--- config.mk ---
export PLATFORM = sky130hd
export DESIGN_NAME = serial_burst_master_port
export DESIGN_NICKNAME = d
export VERILOG_FILES = /design/src/rtl/serial_bus_pkg.sv /design/src/rtl/serial_burst_master_port_shifter.sv /design/src/rtl/serial_burst_master_port.sv
export SDC_FILE = /design/constraint.sdc
export NUM_CORES = 1
export LEC_CHECK = 0
export CAP_MARGIN = 20
export CORE_ASPECT_RATIO = 0.9
export CORE_MARGIN = 4
export CORE_UTILIZATION = 45
export CTS_BUF_LIST = sky130_fd_sc_hd__clkbuf_4 sky130_fd_sc_hd__clkbuf_8
export DETAILED_ROUTE_END_ITERATION = 8
export PLACE_DENSITY = 0.8
export RECOVER_POWER = 25
export SYNTH_ARGS = -nofsm -noshare
export SYNTH_HDL_FRONTEND = slang
export SYNTH_SLANG_ARGS = --single-unit
--- constraint.sdc ---
create_clock -name clk -period 3.85 [get_ports clk]
set_input_delay 0.5775 -clock clk [delete_from_list [all_inputs] [get_ports clk]]
set_output_delay 0.5775 -clock clk [all_outputs]
set_load 0.02 [all_outputs]
--- src/rtl/serial_bus_pkg.sv ---
// Shared definitions for the bit-serial bus master port: FSM state type,
// transfer-direction encodings and parameter helper functions.
package serial_bus_pkg;

  typedef enum logic [2:0] {
    ST_IDLE,
    ST_HDR,
    ST_WLOAD,
    ST_WDATA,
    ST_WACK,
    ST_RDATA,
    ST_DONE
  } state_t;

  localparam logic MODE_READ  = 1'b0;
  localparam logic MODE_WRITE = 1'b1;

  // Width of the burst-length field (words minus one).
  function automatic int len_w(input int burst_max);
    return $clog2(burst_max);
  endfunction

  function automatic int max2(input int a, input int b);
    return (a > b) ? a : b;
  endfunction

endpackage

--- src/rtl/serial_burst_master_port_shifter.sv ---
// serial_shifter: right-shifting register with parallel load. Bit 0 is the
// serial output; the serial input enters at the MSB. Only the top OUT_W bits
// are exposed in parallel, which is where a received word accumulates.
module serial_shifter #(
  parameter int WIDTH = 18,
  parameter int OUT_W = 7
) (
  input  logic             clk,
  input  logic             rstn,
  input  logic             load,
  input  logic [WIDTH-1:0] load_data,
  input  logic             shift_en,
  input  logic             ser_in,
  output logic             ser_out,
  output logic [OUT_W-1:0] q_hi
);

  logic [WIDTH-1:0] q;

  // Load has priority over shift; both are mutually exclusive in practice.
  always_ff @(posedge clk or negedge rstn) begin
    // NOTE: sequential state uses non-blocking assignments so every register
    // samples pre-edge values regardless of block evaluation order.
    if (!rstn) begin
      q <= '0;
    end else if (load) begin
      q <= load_data;
    end else if (shift_en) begin
      q <= {ser_in, q[WIDTH-1:1]};
    end
  end

  assign ser_out = q[0];
  assign q_hi    = q[WIDTH-1 -: OUT_W];

endmodule

--- src/rtl/serial_burst_master_port.sv ---
// serial_burst_master_port: turns a parallel local request into a bit-serial
// burst on the system bus with a per-bit valid/ready handshake.
// Optional feature: define SERIAL_MASTER_TIMEOUT_EN to compile in the stall
// timeout (and the TIMEOUT parameter); otherwise stalls wait forever and
// m_err stays 0.
module serial_burst_master_port
  import serial_bus_pkg::*;
#(
  parameter int ADDR_W    = 16,
  parameter int DATA_W    = 8,
  parameter int BURST_MAX = 4,
`ifdef SERIAL_MASTER_TIMEOUT_EN
  parameter int TIMEOUT   = 64,
`endif
  localparam int LEN_W    = len_w(BURST_MAX)
) (
  input  logic              clk,
  input  logic              rstn,
  input  logic              m_start,
  input  logic              m_mode,
  input  logic [ADDR_W-1:0] m_addr,
  input  logic [LEN_W-1:0]  m_len,
  input  logic [DATA_W-1:0] m_wr_data,
  input  logic              m_wr_valid,
  output logic              m_wr_ready,
  output logic [DATA_W-1:0] m_rd_data,
  output logic              m_rd_valid,
  output logic              m_busy,
  output logic              m_done,
  output logic              m_err,
  output logic              mode,
  output logic              wr_bus,
  input  logic              rd_bus,
  output logic              master_valid,
  input  logic              slave_ready,
  output logic              master_ready,
  input  logic              slave_valid,
  input  logic              ack
);

  localparam int HDR_BITS  = ADDR_W + LEN_W;
  localparam int SH_W      = max2(HDR_BITS, DATA_W);
  localparam int BIT_CNT_W = $clog2(SH_W + 1);

  localparam logic [BIT_CNT_W-1:0] HDR_LAST  = BIT_CNT_W'(HDR_BITS - 1);
  localparam logic [BIT_CNT_W-1:0] DATA_LAST = BIT_CNT_W'(DATA_W - 1);

  state_t                 state;
  logic [BIT_CNT_W-1:0]   bit_cnt;
  logic [LEN_W-1:0]       word_cnt;
  logic [LEN_W-1:0]       len_q;

  logic                   sh_load;
  logic [SH_W-1:0]        sh_load_data;
  logic                   sh_in;
  logic                   sh_out;
  logic [DATA_W-2:0]      sh_hi;
  logic                   xfer;
  logic                   timeout_hit;
  logic [DATA_W-1:0]      rd_word;

  // Shifter control: load the header or a write word, shift on bit transfers.
  always_comb begin
    // NOTE: every output of a combinational block gets a default up front so
    // no path leaves it unassigned and infers a latch.
    sh_load      = 1'b0;
    sh_load_data = '0;
    sh_in        = 1'b0;
    xfer         = 1'b0;
    case (state)
      ST_IDLE: begin
        if (m_start) begin
          sh_load      = 1'b1;
          sh_load_data = SH_W'({m_len, m_addr});
        end
      end
      ST_WLOAD: begin
        if (m_wr_valid) begin
          sh_load      = 1'b1;
          sh_load_data = SH_W'(m_wr_data);
        end
      end
      ST_HDR, ST_WDATA: xfer = slave_ready;
      ST_RDATA: begin
        xfer  = slave_valid;
        sh_in = rd_bus;
      end
      default: ;
    endcase
  end

  serial_shifter #(
    .WIDTH (SH_W),
    .OUT_W (DATA_W - 1)
  ) u_shifter (
    .clk       (clk),
    .rstn      (rstn),
    .load      (sh_load),
    .load_data (sh_load_data),
    .shift_en  (xfer),
    .ser_in    (sh_in),
    .ser_out   (sh_out),
    .q_hi      (sh_hi)
  );

  // The word completes on the edge that captures its last bit, so take that
  // bit straight from rd_bus alongside the bits already in the shifter.
  assign rd_word = {rd_bus, sh_hi};
  assign wr_bus  = master_valid & sh_out;

`ifdef SERIAL_MASTER_TIMEOUT_EN
  localparam int STALL_W = $clog2(TIMEOUT + 1);

  logic [STALL_W-1:0] stall_cnt;
  logic               stall_state;
  logic               progress;

  assign stall_state = state inside {ST_HDR, ST_WDATA, ST_RDATA, ST_WACK};
  assign progress    = xfer | ((state == ST_WACK) & ack);
  assign timeout_hit = stall_state & ~progress &
                       (stall_cnt == STALL_W'(TIMEOUT - 1));

  // Count consecutive cycles without progress in the bus-facing states.
  always_ff @(posedge clk or negedge rstn) begin
    if (!rstn) begin
      stall_cnt <= '0;
    end else if (!stall_state || progress || timeout_hit) begin
      stall_cnt <= '0;
    end else begin
      stall_cnt <= stall_cnt + 1'b1;
    end
  end
`else
  assign timeout_hit = 1'b0;
`endif

  // Transaction FSM with registered handshake and status outputs.
  always_ff @(posedge clk or negedge rstn) begin
    if (!rstn) begin
      state        <= ST_IDLE;
      bit_cnt      <= '0;
      word_cnt     <= '0;
      len_q        <= '0;
      mode         <= MODE_READ;
      m_busy       <= 1'b0;
      m_done       <= 1'b0;
      m_err        <= 1'b0;
      master_valid <= 1'b0;
      master_ready <= 1'b0;
      m_wr_ready   <= 1'b0;
      m_rd_valid   <= 1'b0;
      m_rd_data    <= '0;
    end else begin
      m_done     <= 1'b0;
      m_err      <= 1'b0;
      m_rd_valid <= 1'b0;
      if (timeout_hit) begin
        state        <= ST_DONE;
        bit_cnt      <= '0;
        master_valid <= 1'b0;
        master_ready <= 1'b0;
        m_done       <= 1'b1;
        m_err        <= 1'b1;
      end else begin
        case (state)
          ST_IDLE: begin
            if (m_start) begin
              state        <= ST_HDR;
              len_q        <= m_len;
              mode         <= m_mode;
              m_busy       <= 1'b1;
              master_valid <= 1'b1;
              bit_cnt      <= '0;
              word_cnt     <= '0;
            end
          end
          ST_HDR: begin
            if (slave_ready) begin
              if (bit_cnt == HDR_LAST) begin
                bit_cnt      <= '0;
                master_valid <= 1'b0;
                if (mode == MODE_WRITE) begin
                  state      <= ST_WLOAD;
                  m_wr_ready <= 1'b1;
                end else begin
                  state        <= ST_RDATA;
                  master_ready <= 1'b1;
                end
              end else begin
                bit_cnt <= bit_cnt + 1'b1;
              end
            end
          end
          ST_WLOAD: begin
            if (m_wr_valid) begin
              state        <= ST_WDATA;
              m_wr_ready   <= 1'b0;
              master_valid <= 1'b1;
              bit_cnt      <= '0;
            end
          end
          ST_WDATA: begin
            if (slave_ready) begin
              if (bit_cnt == DATA_LAST) begin
                bit_cnt      <= '0;
                master_valid <= 1'b0;
                if (word_cnt == len_q) begin
                  state <= ST_WACK;
                end else begin
                  word_cnt   <= word_cnt + 1'b1;
                  state      <= ST_WLOAD;
                  m_wr_ready <= 1'b1;
                end
              end else begin
                bit_cnt <= bit_cnt + 1'b1;
              end
            end
          end
          ST_WACK: begin
            if (ack) begin
              state  <= ST_DONE;
              m_done <= 1'b1;
            end
          end
          ST_RDATA: begin
            if (slave_valid) begin
              if (bit_cnt == DATA_LAST) begin
                bit_cnt    <= '0;
                m_rd_data  <= rd_word;
                m_rd_valid <= 1'b1;
                if (word_cnt == len_q) begin
                  state        <= ST_DONE;
                  master_ready <= 1'b0;
                  m_done       <= 1'b1;
                end else begin
                  word_cnt <= word_cnt + 1'b1;
                end
              end else begin
                bit_cnt <= bit_cnt + 1'b1;
              end
            end
          end
          ST_DONE: begin
            state  <= ST_IDLE;
            m_busy <= 1'b0;
            mode   <= MODE_READ;
          end
          default: state <= ST_IDLE;
        endcase
      end
    end
  end

endmodule

== Yosys cells after proc, flatten, opt, wreduce, memory -nomap -nowiden ==
Cells that the tools add are included.

* Register bits after elaboration: 45
* Input port bits: 35
* Output and inout bits: 17
* Logic and storage cells: 126

* Add/sub/neg operators: 2
* Eq/ne operators: 22
* Multiplexer cells: 70
* Bitwise gates (word level): 1
* Reduce and logical (&&, ||, !) cells: 18

{| class="wikitable"
|+ Operators with widths
! operator !! count
|-
| $mux W18 || 3
|-
| $mux W3 || 12
|-
| $pmux W18 S2 || 1
|-
| $mux W5 || 7
|-
| $mux W1 || 30
|-
| $ne A2 B2 Y1 const B || 13
|-
| $pmux W5 S5 || 1
|-
| $pmux W3 S6 || 1
|-
| $reduce_and A7 Y1 || 2
|-
| $pmux W1 S2 || 6
|-
| $mux W2 || 5
|-
| $reduce_and A10 Y1 || 1
|-
| $eq A3 B3 Y1 const B || 3
|-
| $mux W8 || 1
|-
| $reduce_and A8 Y1 || 1
|-
| $eq A3 B2 Y1 const B || 2
|-
| $pmux W2 S3 || 1
|-
| $reduce_and A6 Y1 || 1
|-
| $reduce_bool A2 Y1 || 3
|-
| $reduce_bool A3 Y1 || 2
|-
| $add A5 B1 Y5 const B || 1
|-
| $eq A5 B3 Y1 const B || 1
|-
| $eq A5 B5 Y1 const B || 1
|-
| $reduce_bool A5 Y1 || 1
|-
| other kinds (12) || 13
|}

== Longest topological paths before layout ==
Gate-level depths: netlist (run 1).

* Depth after elaboration: 5
* Gate-level depth with buffers: 7
* Depth with buffers taken out: 7

== By module ==
From an unflattened synthesis (run 1), not the netlist that was laid out.

* Cells, all modules: 258
* Area, all modules: 2608.8 um^2

{| class="wikitable"
|+ By module, submodules not included
! module !! instances !! cells an instance !! area each (um^2) !! seq. area each (um^2)
|-
| serial_burst_master_port || 1 || 173 || 1716.6 || 675.6
|-
| serial_shifter || 1 || 85 || 892.1 || 450.4
|}

== Worst setup path before layout (run 1) ==
No wires, ideal clock.

* Path type: reg2reg
* Start point: register bit_cnt[0]
* End point: register bit_cnt[4]
* Setup time: 80 ps
* Data arrival time: 1855 ps
* Data required time: 3770 ps
* Path slack: 1915 ps
* Cell stages (with the launch flop): 7
* Path buffers: 0
* Clock period less this slack: 1935 ps
* Path through: dfrtp_1 > ha_1 > nor4bb_1 > or4_4 > o211a_2 > or4_4 > o211ai_2

* Word-level cells in the longest chain between the ends: 4
* Elaborated cells on any way between the ends: 9
* Those cells by class: add/sub: 1; eq/ne: 2; mux: 6

{| class="wikitable"
|+ RTL lines
! item !! RTL line !! source
|-
| start: declaration || serial_burst_master_port.sv:49 || <nowiki>logic [BIT_CNT_W-1:0] bit_cnt;</nowiki>
|-
| start signal: assignment || serial_burst_master_port.sv:190 || <nowiki>bit_cnt <= bit_cnt + 1'b1;</nowiki>
|-
| start signal: assignment || serial_burst_master_port.sv:215 || <nowiki>bit_cnt <= bit_cnt + 1'b1;</nowiki>
|-
| start signal: assignment || serial_burst_master_port.sv:239 || <nowiki>bit_cnt <= bit_cnt + 1'b1;</nowiki>
|-
| $add A5 B1 Y5, or another cell as far along || serial_burst_master_port.sv:190, serial_burst_master_port.sv:215, serial_burst_master_port.sv:239 ||
|-
| $mux W5, on equally long branches || serial_burst_master_port.sv:204, serial_burst_master_port.sv:227, serial_burst_master_port.sv:179 ||
|-
| $mux W5, on equally long branches || serial_burst_master_port.sv:226, serial_burst_master_port.sv:178, serial_burst_master_port.sv:203 ||
|-
| $pmux W5 S5 * || serial_burst_master_port.sv:165 || <nowiki>case (state)</nowiki>
|}

Every way passes the cells marked *; elsewhere a longest branch is shown, timed or not. The select of a mux whose other input is x is not followed.
A chain may end at the register's enable or synchronous reset.

== Worst setup path after layout (run 1) ==
* Start point: register state[2]
* End point: register bit_cnt[2]

* Word-level cells in the longest chain between the ends: 3
* Elaborated cells on any way between the ends: 13
* Those cells by class: eq/ne: 9; mux: 1; reduce/logical: 3

{| class="wikitable"
|+ RTL lines
! item !! RTL line !! source
|-
| start: declaration || serial_burst_master_port.sv:48 || <nowiki>state_t state;</nowiki>
|-
| start signal: assignment || serial_burst_master_port.sv:140 || <nowiki>state <= ST_IDLE;</nowiki>
|-
| start signal: assignment || serial_burst_master_port.sv:158 || <nowiki>state <= ST_DONE;</nowiki>
|-
| start signal: assignment || serial_burst_master_port.sv:168 || <nowiki>state <= ST_HDR;</nowiki>
|-
| $eq A3 B3 Y1, or another cell as far along || serial_burst_master_port.sv:165 ||
|-
| $reduce_bool A5 Y1 (no line) / $ne A2 B2 Y1 (equally long branches) || -- ||
|-
| $reduce_and A6 Y1 (no line) || -- ||
|}

Parallel ways exist; a longest one is shown, timed or not.

==> run summary, run 1 <==
outcome -> finished, violations left
failing checks -> capacitance limit, slew limit
most common cell after layout, fill and taps aside -> clkdlybuf4s50_1
placer congestion estimate -> 0.867
core area -> 4980 sq um
first-pass detailed-route iteration total -> 4
CTS tree -> done
Post-DP HPWL -> 3.78 mm
fin nets -> 331
GRT Total Usage -> 17.2%
Synth Warn # -> 0
min cycle time layout -> 2.69 ns
commonest non-fill, non-tap cells in the layout -> clkdlybuf4s50_1 (49), dfrtp_1 (45), nand2_1 (41), nor2_1 (14), o21ai_0 (13)
WS Path Type -> reg -> reg
Final Max Slew Viols -> 39
starting density of the core -> 47.7%
Synth cell types -> 52
share of layout cells above drive strength 1 -> 9.83%
diode count -> 0
post-synthesis mux area share -> 9.32%
Setup WS pre-CTS -> 0.889 ns
synthesized flop and latch total -> 45
worst endpoint data arrival time -> 2.85 ns
Slew Limit Headroom -> -32.4%
synthesized area per cell -> 9.58 sq um
post-synthesis sequential area ratio -> 47.4%
Startpoint Class -> flip-flop
Crit Path Max Fanout -> 24
cell count after synthesis -> 248
leakage -> 0.00133 uW
final critical-path share of the clock period -> 69.8%
FFs w/ async S/R, synth -> 100%
Final Skew -> 0.00978 ns
vias in the first global route -> 2012
cts bufs inserted -> 5
CP endpoint kind -> flip-flop
RSZ-0062 raised after global routing -> no
worst vdd ir -> 341 uV
DIE AREA -> 6510 sq um
post-route setup slack -> 1.16 ns
adder-cell area share of the yosys netlist -> 1.05%
postcts setup bufs -> 0
endpoints failing setup -> 0
clock slew at reported path FFs -> 0.09 ns
Hold Vio Cnt, Final -> 0
pin count of the biggest net entering global routing -> 46
final WL -> 5.34 mm
Min-Delay Path Class -> in -> async
predominant post-synthesis flop cell -> dfrtp_1
simple-gate area share of the yosys netlist -> 19.4%
Hold Buf Count CTS -> 0
Longest Clk Path Bufs -> 2
IO buf count -> 50
vias -> 1992
Power Density -> 687 nW/um^2
Achievable Freq -> 0.372 GHz
first-pass GRT wire length -> 9.25 mm
Compound-Gate Fraction of Synth Area -> 17.5%
required time worst endpoint -> 4.01 ns
# rows -> 24
Die Wd -> 84.6 microns
# clock sinks -> 45
Worst-Skew Late Latency -> 0.30 ns
MaxCap Viol Count -> 1
# resized after CTS -> 0
Avg Vias per Cell -> 5.53
Residual DRC -> 0
Layout area overhead -> 26.8%
overall die height -> 76.9 microns
Post-synth EDFFs -> 0
fillcell total -> 447
antenna violations before repair -> 0
# H-tree levels -> 2
Root Buffer -> clkbuf_8
1st-iter DRT viols -> 101
total gr overflow -> 0
final setup TNS -> 0 ns
Mapped Area -> 2380 sq um
top cells by area, synth -> dfrtp_1 (47%), nand2_1 (6.5%), mux2i_1 (5.1%)
XOR/XNOR Fraction of Synth Area -> 0.737%
Ports -> 52
Worst-Margin Slew -> 1.99 ns
Final ANT Viol Nets -> 0
DR WL/cell -> 14.8 microns
top-area cell type share of the netlist area -> 47.4%
largest family of logic cells by synthesized area -> simple AND/OR/NAND/NOR gates
largest area contributor in the netlist -> dfrtp_1
Syn Nets -> 285
[metrics by stage]
step,cells,utilization [%],total power [uW],hold WS [ns],cell area [sq um]
6_report,360,60.4,2070,0.182,3010
5_1_grt,360,60.4,2240,0.213,3010
4_1_cts,359,60.4,2080,0.470,3010
3_5_place_dp,351,58.1,1710,0.489,2900
3_3_place_gp,351,58.1,1670,0.483,2900
2_1_floorplan,248,-,1480,0.282,2380
[power breakdown]
group / switching (uW) / internal, uW
clock network: 169 / 195
logic: 486 / 398
registers: 190 / 632
[sequential cells by signal, indices dropped and copies added (netlist names)]
signal	flops
word_cnt	2
m_rd_data	8
mode	1
m_busy	1
master_valid	1
bit_cnt	5
m_rd_valid	1
state	3
m_wr_ready	1
len_q	2
master_ready	1
u_shifter.q	18
m_done	1
[worst paths after layout]
kind	slack (ns)	end	depth (start not counted)	from
max	1.16	bit_cnt[2]	5	state[2]
min	0.18	m_done	1	rstn
max reg2reg	1.16	bit_cnt[2]	5	state[2]
min reg2reg	0.51	len_q[0]	2	len_q[0]
max in group asynchronous	1.46	m_wr_ready	2	rstn
min in group clk	0.51	len_q[0]	2	len_q[0]
[cells by family (layout without fill, tap and decap cells)]
kind of cell	Yosys count	count (layout)
multiplexers	21	21
buffers and inverters	21	68
adder cells (fa/ha/maj)	2	2
XOR/XNOR	2	2
flip-flops	45	45
other	1	1
AO/OA/AOI/OAI	65	65
AND/OR/NAND/NOR	91	91
[cells in the mapped netlist, drive strengths merged (2+ instances only)]
master and n:
dfrtp 45, nand2 41, o21ai 24, nor2 14, mux2i 12, a31oi 11, buf 9, mux2 9
nand3 9, a21oi 8, a22oi 8, inv 7, clkbuf 5, and2 3, nand4 3, nor2b 3
and3b 2, and4bb 2, ha 2, nand4b 2, o31ai 2, or2 2, or4 2, xnor2 2
[metal layers]
layer / part of all wire [%] / track usage (%) / wire length, microns
met5: 0 / 0 / 0
met2: 49 / 28.0 / 2600
met3: 3.9 / 3.86 / 209
met4: 2.0 / 6.96 / 108
met1: 45 / 22.2 / 2420
[critical path, stage by stage (launching register included)]
cell      delay (ns)
dfrtp_1         0.79
and4bb_2        0.40
nor2_1          0.50
nand2_1         0.52
a21oi_1         0.27
a21oi_1         0.06
[area by class of cell]
| cell class | count | area (sq um) | area share [%] |
|---|---|---|---|
| clock inverter | 3 | 43.8 | 1.45 |
| timing repair buffer | 53 | 513 | 17.0 |
| multi-input combinational | 182 | 1150 | 38.3 |
| inverter | 7 | 26.3 | 0.872 |
| tap | 65 | 81.3 | 2.70 |
| sequential | 45 | 1130 | 37.4 |
| clock buffer | 5 | 68.8 | 2.29 |
(Power assumes the default switching activity.)
==> run 2, diff against run 1 <==
- clock period: 3.85 -> 2.5 ns (I/O delays scaled with it)
==> run 2 against run 1 <==
Against the previous run:
- largest cell class unchanged
- first-iteration DRC count up 46%
- the flow now finishes without violations
- clock skew about the same
- global-route usage up 0.88 points
==> run summary, run 2 (synthesis results as in run 1) <==
commonest non-fill, non-tap cells in the layout -> clkdlybuf4s50_1 (49), dfrtp_1 (45), nand2_1 (41), nor2_1 (14), o21ai_0 (13)
reg-to-reg endpoint -> bit_cnt[4]
core area -> 4980 sq um (unchanged)
R2R cell count -> 7 (+2)
Worst-Skew Late Latency -> 0.31 ns (about the same)
Residual DRC -> 0 (unchanged)
Post-DP HPWL -> 4.06 mm (+7.5%)
Hold Buf Count CTS -> 0 (unchanged)
first-pass detailed-route iteration total -> 4 (unchanged)
Longest Clk Path Bufs -> 2 (unchanged)
CTS tree -> done
Top reg by flops -> u_shifter.q
Worst-Margin Slew -> 1.41 ns (-0.581 ns)
PnR Total Power -> 3170 uW (+53%)
fin nets -> 340 (+2.7%)
vias in the first global route -> 1959 (-2.6%)
Critical Path Slowest Stage Cell -> or4_4
Avg Vias per Cell -> 5.42 (-2.1%)
# clock sinks -> 45 (unchanged)
required time worst endpoint -> 2.74 ns (-1.27 ns)
antenna violations before repair -> 0 (unchanged)
first-pass GRT wire length -> 9.47 mm (+2.4%)
Final Max Slew Viols -> 0 (-100%)
# rows -> 24 (unchanged)
DR WL/cell -> 15.0 microns (+0.98%)
placer congestion estimate -> 0.925 (+6.7%)
pin count of the biggest net entering global routing -> 27 (-41%)
Slew Limit Headroom -> 6.29% (+39 points)
Power Density -> 1040 nW/um^2 (+51%)
WS Path Type -> reg -> reg
Hold Vio Cnt, Final -> 0 (unchanged)
worst endpoint data arrival time -> 2.37 ns (-0.48 ns)
biggest regs -> u_shifter.q x18, m_rd_data x8, bit_cnt x5
most common cell after layout, fill and taps aside -> clkdlybuf4s50_1
1st-iter DRT viols -> 147 (+46%)
# resized after CTS -> 0 (unchanged)
Layout area overhead -> 28.5%
Critical Path Max Stage Delay -> 0.48 ns (-0.31 ns)
leakage -> 0.00136 uW (+2.1%)
Final Skew -> 0.0102 ns (+0.000459 ns)
Ports -> 52 (unchanged)
worst r2r src -> bit_cnt[0]
worst vdd ir -> 520 uV (+52%)
final critical-path share of the clock period -> 85.3% (+16 points)
DIE AREA -> 6510 sq um (unchanged)
cts bufs inserted -> 5 (unchanged)
final WL -> 5.51 mm (+3.2%)
r2r setup slk -> 0.37 ns (-0.80 ns)
share of layout cells above drive strength 1 -> 12.5% (+2.7 points)
Achievable Freq -> 0.469 GHz (+26%)
final setup TNS -> 0 ns (unchanged)
MaxCap Viol Count -> 0 (-1)
# H-tree levels -> 2 (unchanged)
outcome -> finished clean
vias -> 1994 (+0.10%)
max reg flops -> 18 (unchanged)
fillcell total -> 472 (+5.6%)
diode count -> 0 (unchanged)
IO buf count -> 50 (unchanged)
total gr overflow -> 0 (unchanged)
RSZ-0062 raised after global routing -> no
most used cell, CP -> or4_4
endpoints failing setup -> 0 (unchanged)
delay-heaviest family, CP -> simple AND/OR/NAND/NOR gates
Crit Path Max Fanout -> 5 (-79%)
Min-Delay Path Class -> in -> async
CP Depth -> 7 (+2)
CP endpoint kind -> flip-flop
starting density of the core -> 47.7% (unchanged)
GRT Total Usage -> 18.1% (+0.88 points)
Final ANT Viol Nets -> 0 (unchanged)
crit-path cells -> ha_1 -> nor4bb_1 -> buf_4 -> or4_4 -> o211a_2 -> or4_4 -> o211ai_2
postcts setup bufs -> 0 (unchanged)
Root Buffer -> clkbuf_8
Die Wd -> 84.6 microns (unchanged)
min cycle time layout -> 2.13 ns (-0.555 ns)
Startpoint Class -> flip-flop
clock slew at reported path FFs -> 0.09 ns (about the same)
overall die height -> 76.9 microns (unchanged)
worst path bufs/invs -> 1 (+1)
-- run 2: cell types whose count changed in the layout (fill, tap and decap cells not counted) --
cell        change
buf_4           +9
bufinv_16       -1
clkbuf_1        -1
clkbuf_2        +1
clkinv_2        -1
clkinv_4        +1
clkinvlp_4      +1
inv_6           -1
-- run 2: how the worst max path moves through the flow --
stage	end	slack (ns)	start
final	bit_cnt[4]	0.37	bit_cnt[0]
after global routing	u_shifter.q[0]	0.27	state[2]
after CTS	bit_cnt[4]	0.37	bit_cnt[0]
after detailed placement	bit_cnt[4]	0.39	bit_cnt[0]
after global placement	bit_cnt[4]	0.41	bit_cnt[0]
after floorplan	bit_cnt[4]	0.56	bit_cnt[0]
-- run 2: layout make-up --
| type | count | area, sq um | area share (%) |
|---|---|---|---|
| Clock buffer | 5 | 68.8 | 2.25 |
| Multi-Input combinational cell | 182 | 1150 | 37.7 |
| Sequential cell | 45 | 1130 | 36.9 |
| Inverter | 7 | 26.3 | 0.861 |
| Clock inverter | 2 | 16.3 | 0.533 |
| Timing Repair Buffer | 62 | 582 | 19.1 |
| Tap cell | 65 | 81.3 | 2.66 |
-- run 2: stage by stage --
| stage | cell area (sq um) | cells | hold WS, ns | util [%] | worst slack (ns) |
|---|---|---|---|---|---|
| 3_5_place_dp | 2970 | 361 | 0.410 | 59.6 | 0.387 |
| 6_report | 3050 | 368 | 0.374 | 61.2 | 0.366 |
| 4_1_cts | 3060 | 368 | 0.0796 | 61.3 | 0.371 |
| 2_1_floorplan | 2380 | 248 | 0.0794 | - | 0.565 |
| 3_3_place_gp | 2970 | 361 | 0.398 | 59.6 | 0.411 |
| 5_1_grt | 3050 | 368 | 0.490 | 61.2 | 0.271 |
-- run 2: metal layers --
layer | share of wire [%] | track usage (%) | vias up
li1 | - | - | 994
met1 | 44 | 22.7 | 939
met2 | 49 | 30.3 | 50
met3 | 5.9 | 5.14 | 11
met4 | 1.9 | 5.38 | 0
met5 | 0 | 0 | -
-- run 2: where the power goes --
part	leakage, uW	internal (uW)	switching [uW]	total, uW
Clock	0.0000402	193	263	456
Sequential	0.000564	975	248	1220
Combinational	0.000755	687	807	1490
Total	0.00136	1850	1320	3170
==> run 3, diff against run 2 <==
- PLACE_DENSITY: 0.8 -> 0.79
- SYNTH_HIERARCHICAL: default -> 1
==> run 3 against run 2 <==
Against the previous run:
- maximum frequency up 6.6%
- final cell count up 1.1%
- die area up 8.8%
- largest cell class unchanged
- register-to-register slack better by 0.13 ns
- critical endpoint unchanged
- utilization down 4.6 points
- cell area up 5.0%
- synthesized cell count up 4.0%
==> run summary, run 3 <==
Longest Clk Path Bufs -> 2 (unchanged)
overall die height -> 80.2 microns (+4.3%)
largest family of logic cells by synthesized area -> simple AND/OR/NAND/NOR gates
worst endpoint data arrival time -> 2.24 ns (-0.13 ns)
starting density of the core -> 46.1% (-1.6 points)
post-synthesis mux area share -> 12.8% (+3.4 points)
synthesized area per cell -> 10.1 sq um (+5.5%)
placer congestion estimate -> 0.949 (+2.6%)
pin count of the biggest net entering global routing -> 28 (+3.7%)
Achievable Freq -> 0.500 GHz (+6.6%)
XOR/XNOR Fraction of Synth Area -> 1.01% (+0.27 points)
most common cell after layout, fill and taps aside -> clkdlybuf4s50_1
FFs w/ async S/R, synth -> 100% (unchanged)
1st-iter DRT viols -> 212 (+44%)
crit-path cells -> nand4b_1 -> nor4bb_1 -> buf_4 -> or4b_1 -> o21ai_1
biggest regs -> u_shifter/q x18, m_rd_data x8, bit_cnt x5
Syn Nets -> 295 (+3.5%)
WS Path Type -> reg -> reg
leakage -> 0.00137 uW (+0.56%)
min cycle time layout -> 2.00 ns (-0.132 ns)
Synth cell types -> 55 (+5.8%)
share of layout cells above drive strength 1 -> 12.9% (+0.37 points)
Ports -> 52 (unchanged)
RSZ-0062 raised after global routing -> no
Post-synth EDFFs -> 0 (unchanged)
Setup WS pre-CTS -> 0.360 ns (-0.0267 ns)
Compound-Gate Fraction of Synth Area -> 16.8% (-0.70 points)
CTS tree -> done
endpoints failing setup -> 0 (unchanged)
# H-tree levels -> 2 (unchanged)
simple-gate area share of the yosys netlist -> 18.0% (-1.4 points)
predominant post-synthesis flop cell -> dfrtp_1
final setup TNS -> 0 ns (unchanged)
first-pass GRT wire length -> 9.32 mm (-1.7%)
cell count after synthesis -> 258 (+4.0%)
Startpoint Class -> flip-flop
MaxCap Viol Count -> 0 (unchanged)
cts bufs inserted -> 5 (unchanged)
Die Wd -> 88.3 microns (+4.3%)
CP endpoint kind -> flip-flop
Top reg by flops -> u_shifter/q
Hold Buf Count CTS -> 0 (unchanged)
max reg flops -> 18 (unchanged)
Root Buffer -> clkbuf_8
first-pass detailed-route iteration total -> 4 (unchanged)
r2r setup slk -> 0.50 ns (+0.13 ns)
dpl cells -> 364 (+0.83%)
antenna violations before repair -> 0 (unchanged)
post-route setup slack -> 0.498 ns (+0.132 ns)
vias in the first global route -> 1927 (-1.6%)
Final Skew -> 0.0110 ns (+0.000720 ns)
Hold Vio Cnt, Final -> 0 (unchanged)
DIE AREA -> 7080 sq um (+8.8%)
IO buf count -> 50 (unchanged)
Critical Path Slowest Stage Cell -> dfrtp_1
# rows -> 26 (+8.3%)
vias -> 2058 (+3.2%)
outcome -> finished clean
fin nets -> 338 (-0.59%)
GRT Total Usage -> 16.5% (-1.6 points)
Post-DP HPWL -> 4.18 mm (+2.9%)
top-area cell type share of the netlist area -> 43.2% (-4.2 points)
count leader, synth -> dfrtp_1
Min-Delay Path Class -> in -> async
Synth Warn # -> 6 (+6)
Worst-Skew Late Latency -> 0.31 ns (about the same)
diode count -> 0 (unchanged)
Crit Path Max Fanout -> 17 (+12)
largest area contributor in the netlist -> dfrtp_1
post-synthesis sequential area ratio -> 43.2% (-4.2 points)
Power Density -> 955 nW/um^2 (-8.1%)
Final Max Slew Viols -> 0 (unchanged)
# clock sinks -> 45 (unchanged)
Slew Limit Headroom -> 29.2% (+23 points)
postcts setup bufs -> 0 (unchanged)
most common library cells after synthesis -> dfrtp_1 (45), nand2_1 (27), mux2i_1 (22)
core area -> 5660 sq um (+14%)
adder-cell area share of the yosys netlist -> 0.959% (-0.094 points)
Avg Vias per Cell -> 5.53 (+2.1%)
# resized after CTS -> 0 (unchanged)
Worst-Margin Slew -> 1.06 ns (-0.344 ns)
clock slew at reported path FFs -> 0.09 ns (about the same)
Mapped Area -> 2610 sq um (+9.8%)
Final ANT Viol Nets -> 0 (unchanged)
commonest non-fill, non-tap cells in the layout -> clkdlybuf4s50_1 (49), dfrtp_1 (45), nand2_1 (27), mux2i_1 (22), o21ai_0 (16)
Residual DRC -> 0 (unchanged)
final critical-path share of the clock period -> 80.1% (-5.3 points)
top cells by area, synth -> dfrtp_1 (43%), mux2i_1 (8.4%), mux2_2 (4.3%)
DR WL/cell -> 14.9 microns (-0.23%)
Critical Path Max Stage Delay -> 0.59 ns (+0.11 ns)
required time worst endpoint -> 2.74 ns (about the same)
worst vdd ir -> 375 uV (-28%)
Layout area overhead -> 22.8%
fin cells -> 372 (+1.1%)
synthesized flop and latch total -> 45 (unchanged)
total gr overflow -> 0 (unchanged)
final WL -> 5.56 mm (+0.85%)
## run 3: cell count changes in the layout (fill, tap and decap cells not counted), sizes merged, moves of 8 or more
cell and delta:
a22o +8, a22oi -8, a31oi -11, and2 +10, mux2i +10, nand2 -14
nor2 -8
## run 3: metrics by stage
| stage | power (uW) | hold slack (ns) | area (sq um) | utilization, % |
|---|---|---|---|---|
| 4_1_cts | 3070 | 0.00906 | 3210 | 56.7 |
| 5_1_grt | 3290 | 0.317 | 3200 | 56.6 |
| 3_5_place_dp | 2600 | 0.348 | 3120 | 55.1 |
| 6_report | 3060 | 0.231 | 3200 | 56.6 |
| 3_3_place_gp | 2560 | 0.345 | 3120 | 55.1 |
| 2_1_floorplan | 2290 | 0.0794 | 2610 | - |
## run 3: cells by family (layout without fill, tap and decap cells)
logic type | count (synthesis) | count (layout)
flip-flops | 45 | 45
adder cells (fa/ha/maj) | 2 | 2
other | 1 | 1
buffers and inverters | 31 | 75
multiplexers | 32 | 32
AO/OA/AOI/OAI | 66 | 66
XOR/XNOR | 3 | 3
AND/OR/NAND/NOR | 78 | 78
## run 3: final timing paths
path,depth (start not counted),end,from
max,5,bit_cnt[4],state[1]
min,1,m_rd_data[1],rstn
max reg2reg,5,bit_cnt[4],state[1]
min reg2reg,1,word_cnt[1],word_cnt[1]
max in group asynchronous,2,len_q[0],rstn
min in group clk,1,word_cnt[1],word_cnt[1]
## run 3: cell type report
| cell class | instances | area [sq um] |
|---|---|---|
| Timing Repair Buffer | 59 | 572 |
| Multi-Input combinational cell | 182 | 1300 |
| Clock inverter | 3 | 22.5 |
| Clock buffer | 5 | 68.8 |
| Tap cell | 70 | 87.6 |
| Inverter | 8 | 30.0 |
| Fill cell | 497 | 2460 |
| Sequential cell | 45 | 1130 |
## run 3: routing by layer
| layer | vias up | share of wire [%] | GRT usage, % |
|---|---|---|---|
| met4 | 0 | 1.0 | 4.08 |
| met1 | 975 | 45 | 23.3 |
| met5 | - | 0 | 0 |
| li1 | 1009 | - | - |
| met3 | 6 | 6.4 | 3.59 |
| met2 | 68 | 47 | 25.7 |
## run 3: report_power, final
part	internal, uW	total [uW]	switching, uW
Clock	199	464	266
Sequential	955	1220	268
Combinational	661	1370	711
## run 3: worst max-delay path: cells and delay by family (launching register included)
| kind | cells | cell delay (ns) |
|---|---|---|
| compound gates | 1 | 0.08 |
| simple gates | 3 | 1.09 |
| buf+inv | 1 | 0.17 |
| flops | 1 | 0.59 |
